`config.mk`:
```
export PLATFORM = sky130hd
export DESIGN_NAME = pulse_tally
export DESIGN_NICKNAME = d
export VERILOG_FILES = /design/src/rtl/pulse_tally_pkg.sv /design/src/rtl/sync_edge_detect.sv /design/src/rtl/pulse_tally.sv
export SDC_FILE = /design/constraint.sdc
export NUM_CORES = 1
export LEC_CHECK = 0
export ABC_AREA = 1
export BUFFER_PORTS_ARGS = -buffer_cell sky130_fd_sc_hd__buf_4
export CAP_MARGIN = 5
export CORE_ASPECT_RATIO = 1.25
export CORE_MARGIN = 4
export CORE_UTILIZATION = 55
export DETAILED_ROUTE_END_ITERATION = 10
export GPL_ROUTABILITY_DRIVEN = 1
export GPL_TIMING_DRIVEN = 0
export HOLD_SLACK_MARGIN = 0.02
export PLACE_DENSITY = 0.76
export SLEW_MARGIN = 5
export SYNTH_ARGS = -nofsm -noshare
export SYNTH_HDL_FRONTEND = slang
export SYNTH_HIERARCHICAL = 1
export SYNTH_SLANG_ARGS = --single-unit
```
`constraint.sdc`:
```
create_clock -name clk -period 2.1 [get_ports clk]
set_clock_uncertainty 0.05 [all_clocks]
set_input_delay 0.315 -clock clk [delete_from_list [all_inputs] [get_ports clk]]
set_output_delay 0.315 -clock clk [all_outputs]
set_load 0.01 [all_outputs]
```
`src/rtl/pulse_tally_pkg.sv`:
```
// pulse_tally_pkg: shared FSM state encoding and default sizing for the pulse tally block
package pulse_tally_pkg;
   localparam int PT_CNT_W       = 8;
   localparam int PT_SYNC_STAGES = 2;
   typedef enum logic [1:0] {
      PT_IDLE  = 2'd0,
      PT_SHIFT = 2'd1,
      PT_DONE  = 2'd2
   } pt_state_e;
endpackage

```
`src/rtl/sync_edge_detect.sv`:
```
// sync_edge_detect: brings an async line into clk domain and flags its rising edges
module sync_edge_detect #(
   parameter int STAGES = 2
) (
   input  logic clk,
   input  logic rst,
   input  logic d,
   output logic rise
);
   logic [STAGES-1:0] r_sync;
   logic              r_sync_d;

   // synchronizer chain plus one-cycle delayed copy of its output
   always_ff @(posedge clk)
      if (rst) begin
         r_sync   <= '0;
         r_sync_d <= 1'b0;
      end else begin
         r_sync   <= {r_sync[STAGES-2:0], d};
         r_sync_d <= r_sync[STAGES-1];
      end

   assign rise = r_sync[STAGES-1] & ~r_sync_d;
endmodule

```
`src/rtl/pulse_tally.sv`:
```
// pulse_tally: saturating edge tally with a sticky overflow and an MSB-first serial snapshot port
module pulse_tally
   import pulse_tally_pkg::*;
#(
   parameter int CNT_W       = PT_CNT_W,
   parameter int SYNC_STAGES = PT_SYNC_STAGES
) (
   input  logic             clk,
   input  logic             rst,
   input  logic             pulse_in,
   input  logic             clear,
   input  logic             snap_req,
   output logic [CNT_W-1:0] count,
   output logic             overflow,
   output logic             busy,
   output logic             ser_valid,
   output logic             ser_out,
   output logic             done
);
   localparam int BW = $clog2(CNT_W);

   logic             w_rise;
   logic [CNT_W-1:0] r_count;
   logic [CNT_W-1:0] r_shift;
   logic [BW-1:0]    r_bits;
   logic             r_overflow;
   pt_state_e        r_state;

   sync_edge_detect #(.STAGES(SYNC_STAGES)) u_sync (
      .clk  (clk),
      .rst  (rst),
      .d    (pulse_in),
      .rise (w_rise)
   );

   // saturating tally; a clear in the same cycle as an edge wins and the edge is dropped
   always_ff @(posedge clk)
      if (rst || clear) begin
         r_count    <= '0;
         r_overflow <= 1'b0;
      end else if (w_rise) begin
         if (&r_count) r_overflow <= 1'b1;
         else          r_count    <= r_count + CNT_W'(1);
      end

   // snapshot/serialize FSM; the shift register is isolated from later count changes
   always_ff @(posedge clk)
      if (rst) begin
         r_state <= PT_IDLE;
         r_shift <= '0;
         r_bits  <= '0;
      end else begin
         case (r_state)
            PT_IDLE:
               if (snap_req) begin
                  r_state <= PT_SHIFT;
                  r_shift <= r_count;
                  r_bits  <= BW'(CNT_W - 1);
               end
            PT_SHIFT: begin
               r_shift <= r_shift << 1;
               r_bits  <= r_bits - BW'(1);
               if (r_bits == '0) r_state <= PT_DONE;
            end
            default: r_state <= PT_IDLE;
         endcase
      end

   assign count     = r_count;
   assign overflow  = r_overflow;
   assign busy      = r_state != PT_IDLE;
   assign ser_valid = r_state == PT_SHIFT;
   assign ser_out   = ser_valid & r_shift[CNT_W-1];
   assign done      = r_state == PT_DONE;
endmodule

```
* Word level (Yosys, flattened, before mapping)
Index checks and enable logic that the tools add are counted.
** Storage, ports and cells
- Word-level logic and storage cells :: 34
- Bits in registers :: 25
- Output and inout bits :: 13
- Input port bits :: 5
** Operators by class
- Bitwise operators :: 4
- Add/sub/neg operators :: 2
- Equal/unequal tests :: 4
- Reduce and logical (&&, ||, !) cells :: 10
- Mux-type cells :: 7
** Operator list (count)
- $pmux W8 S2 :: 1
- $reduce_and A9 Y1 :: 1
- $add A8 B1 Y8 const B :: 1
- $mux W8 :: 1
- $reduce_and A8 Y1 :: 1
- $pmux W3 S2 :: 1
- $reduce_and A2 Y1 :: 3
- $mux W2 :: 2
- $pmux W2 S2 :: 1
- $reduce_bool A2 Y1 :: 2
- $logic_not A3 Y1 :: 1
- $mux W3 :: 1
- $sub A3 B1 Y3 const B :: 1
- $and A1 B1 Y1 :: 2
- $eq A2 B1 Y1 const B :: 1
- $eq A2 B2 Y1 const B :: 1
- $logic_not A2 Y1 :: 1
- $ne A2 B1 Y1 const B :: 1
- $ne A2 B2 Y1 const B :: 1
- $not A1 Y1 :: 2
- $logic_or A1 B1 Y1 :: 1

* Logic depth before layout (Yosys ltp)
- Depth in word-level cells :: 3
- Depth in mapped cells :: 9
- Depth with buffers taken out :: 8

* By module
Netlist, hierarchy kept.
** By module, submodules not included
- pulse_tally :: cells an instance 134, sequential area each 440.4 sq um, times used 1, area each 1043.5 sq um
- sync_edge_detect :: cells an instance 10, sequential area each 60.1 sq um, times used 1, area each 86.3 sq um

* Least setup slack after synthesis
OpenSTA, ideal clock, no wires.
- Kind :: register to register
- From :: register r_count[0] (netlist: count[0])
- To :: register r_count[3] (netlist: count[3])
- Setup time :: 113 ps
- Data arrival time :: 1194 ps
- Clock period less this slack :: 1357 ps
- Path slack :: 743 ps
- Stages on the path, launching flop included :: 9
- Data required time :: 1937 ps
- Buffers on the path :: 0
- Path through :: dfxtp_1 > ha_1 > nand2_1 > nor2_2 > nand2_2 > nand2_1 > nand2_1 > nand2_1 > nor2_1
** On the way
- Longest elaborated chain between the ends :: 3
- Elaborated cells between the ends (all ways) :: 4
- Classes of those cells :: add/sub (1); bitwise (1); reduce/logical (2)
** RTL lines
- start, declared :: line pulse_tally.sv:23 : logic [CNT_W-1:0] r_count;
- start signal, assigned :: line pulse_tally.sv:43 : else r_count <= r_count + CNT_W'(1);
- branches (longest 3 deep; another with $add A8 B1 Y8)
Several ways; the timed one is not identified.
A chain may end at the register's enable or synchronous reset.

* Worst setup path in the final report
- From :: register r_state[0]
- To :: output port ser_valid
** On the way
- Longest elaborated chain between the ends :: 1
** RTL lines
- start, declared :: line pulse_tally.sv:27 : pt_state_e r_state;
- start signal, assigned :: line pulse_tally.sv:49 : r_state <= PT_IDLE;
- start signal, assigned :: line pulse_tally.sv:56 : r_state <= PT_SHIFT;
- start signal, assigned :: line pulse_tally.sv:63 : if (r_bits == '0) r_state <= PT_DONE;
- $eq A2 B1 Y1 :: line pulse_tally.sv:72 : assign ser_valid = r_state == PT_SHIFT;
- end, declared :: line pulse_tally.sv:16 : output logic ser_valid,
No other way between the ends.

==> key figures <==
Synthesis
  • Mapped cell area: 1130 sq um
  • Largest family of logic cells by synthesized area: simple AND/OR/NAND/NOR gates
  • Ys Warns: 6
  • Area share of fa/ha/maj cells after synthesis: 0.0332
  • Xor and xnor area share after synthesis: 0
  • Simple-Gate Fraction of Synth Area: 0.245
  • Distinct cells, synth: 26
  • Syn_nets: 152
  • Avg Inst Size Synth: 7.85 sq um
  • Yosys reg bits: 25
  • Mux share of post-synthesis cell area: 0
  • Post-synthesis sequential area ratio: 0.443
  • Synth Area in Compound Gates: 0.196
  • Cells after Synth: 144

Worst setup path
  • Startpoint types: flop
  • Worst path cell trace: inv_4 -> nor2_4 -> buf_4
  • WP depth: 3
  • Worst r2r path cells: 8
  • Worst EP arrival: 1.31 ns
  • Critical path's largest stage delay: 0.50 ns
  • Crit. Startpoint: r_state[0]$_SDFFE_PP0P_
  • CP Buf/Inv Count: 2
  • Crit path kind: flop to primary output
  • CP top delay family: flip-flops
  • CP Capture Type: primary output
  • RR Startpoint: count[0]$_SDFFE_PP0P_
  • Max FO, Critical Path: 10
  • Slowest library cell on the worst path: dfxtp_1
  • CP Data Required Time: 1.74 ns

Clock network
  • H-Tree Level Count: 1
  • Clock transition at path regs: 0.13 ns
  • CTS tree: yes
  • Hold-fix buffer count after cts: 0
  • Maximum clock insertion buffer count: 2
  • Total CTS buffers: 3
  • CTS resizes: 0
  • Clock Latency Late Sink: 0.31 ns
  • # Post-CTS Setup Buffers: 0
  • CTS sink count: 25
  • Root cell of the clock tree: clkbuf_4

Timing
  • Slew @ Worst Pin: 0.647 ns
  • Worst hold slack: 0.136 ns
  • Final WS setup: 0.427 ns
  • RSZ-0062 raised after global routing: no
  • Slew HR: 0.567
  • Maximum clock frequency: 598 MHz
  • Total negative slack: 0 ns
  • Max-slew violations: 0
  • Final hold violation count: 0
  • Setup-failing EPs final: 0
  • Minimum clock period: 1.67 ns
  • Final Cycle Share: 0.797

Die
  • Rows: 18
  • Initial core utilization: 0.577
  • Core area: 1960 sq um
  • Die area: 2850 sq um
  • Io pins: 18
  • Die Y: 58.7 microns
  • Width of the chip: 48.5 microns

Finish
  • Register Area: 500 sq um
  • Area Growth Syn to Fin: 15.9%
  • Antenna diode count: 0
  • Fill cells: 176
  • Commonest non-fill, non-tap cell in the layout: nand2_1
  • Final #Nets: 174
  • Most frequent cells in the layout: nand2_1, dfxtp_1, nor2_1, buf_4, inv_1
  • Final core occ: 0.669
  • Multi-input gate area: 536 sq um
  • Share of layout cells above drive strength 1: 0.248

Pwr
  • Sw Pwr: 0.000240 W
  • Clock power frac: 0.236
  • Power Internal: 0.000637 W
  • Logic pwr share: 0.170
  • Cell area power density: 669 nW/um^2
  • Sequential share of power: 0.595
  • Switching portion of total power: 0.274
  • VDD IR-drop max: 0.550 mV
  • Lkg Pwr: 0.566 nW

Global routing
  • Largest net degree at the start of global routing: 15
  • Vias in the first global route: 1008
  • First-pass GRT wire length: 3860 microns
  • Gr ovfl total: 0
  • Gr usage total: 0.167
  • Initial antenna violation count: 0

Flow run
  • Max-capacitance violation count: 0

Min path
  • Hold wc startpoint: pulse_in
  • Hold Crit Class: input pin to flop
  • Hold Path Stages: 3

Placed design
  • GPL Wtd Cong: 0.787
  • PortBufs: 17
  • Detailed placement HPWL: 1690 microns
  • Pre-CTS setup slack: 0.597 ns

Drt
  • Router iterations before antenna repair: 4
  • Antenna Violating Nets Remaining: 0
  • Initial DRC Count: 15
  • Vias per cell: 5.46
  • WL/cell: 11.8 microns
  • Final WL: 2190 microns
  • DRC: 0
  • Via Count: 1011

Outcome
  • Status: finished clean
worst paths after layout:
kind	to	slack, ns
max	ser_valid	0.43
min reg2reg	u_sync/r_sync[1]$_SDFF_PP0_	0.37
min	u_sync/r_sync[0]$_SDFF_PP0_	0.14
max reg2reg	count[3]$_SDFFE_PP0P_	0.56
final cells by class:
class	count	share of cell area
Sequential cell	25	0.382
Clock inverter	1	0.00382
Buffer	2	0.0191
Clock buffer	3	0.0172
Timing Repair Buffer	17	0.0974
Tap cell	20	0.0191
Inverter	17	0.0525
Multi-Input combinational cell	100	0.409
state kept, by name, indices dropped and copies added, names as in the netlist:
register / flops
count: 8
r_shift: 8
r_bits: 3
r_state: 2
u_sync/r_sync: 2
overflow: 1
u_sync/r_sync_d: 1
power by group through the flow:
stage | combinational, W | sequential, W | clock (W)
after detailed placement | 0.000150 | 0.000532 | 0
after global routing | 0.000168 | 0.000527 | 0.000236
after CTS | 0.000151 | 0.000521 | 0.000214
final | 0.000149 | 0.000521 | 0.000207
after global placement | 0.000145 | 0.000531 | 0
after floorplan | 0.000109 | 0.000529 | 0
stage by stage:
stage | power (W) | std cells | area (sq um)
after floorplan | 0.000638 | 144 | 1130
after detailed placement | 0.000683 | 181 | 1280
final | 0.000877 | 185 | 1310
after global placement | 0.000675 | 181 | 1280
after global routing | 0.000931 | 185 | 1310
after CTS | 0.000887 | 185 | 1310
metal layers:
| layer | wire length, microns | GRT usage | up-vias |
|---|---|---|---|
| met1 | 949 | 0.177 | 472 |
| met5 | 0 | 0 | - |
| met4 | 32 | 0.112 | 0 |
| met3 | 82 | 0.0304 | 6 |
| li1 | - | - | 514 |
| met2 | 1120 | 0.299 | 19 |
synth_stat cells:
cell type,count,area (sq um)
nand3_1,6,30.0
nand3b_1,1,7.51
o21ai_1,3,15.0
nor2_1,20,75.1
nand2_1,28,105
inv_2,2,7.51
buf_2,1,5.00
o21a_1,1,7.51
buf_12,1,20.0
dfxtp_1,25,500
nor2_4,1,11.3
nand2_2,1,6.26
nor3b_1,1,7.51
nor2_2,3,18.8
inv_1,13,48.8
nand3_2,1,10.0
inv_4,2,12.5
nor3_1,1,5.00
a21oi_1,10,50.1
ha_1,3,37.5
o21ai_2,1,8.76
o21ai_4,1,16.3
o21bai_1,1,7.51
a21oi_2,6,52.6
o21ai_0,4,20.0
o22ai_1,7,43.8
worst reg2reg max path, stage by stage, from the launching register on:
cell	delay [ns]
dfxtp_1	0.47
ha_1	0.25
nand2_1	0.12
nor2_2	0.14
nand2_2	0.15
nand2_1	0.12
nand2_1	0.06
nand2_1	0.05
nor2_1	0.04
cells by family after synthesis:
group / count (synthesis)
compound gates: 34
fa+ha+maj: 3
buf+inv: 19
flops: 25
simple gates: 63
Power figures use the tool's default switching activity.
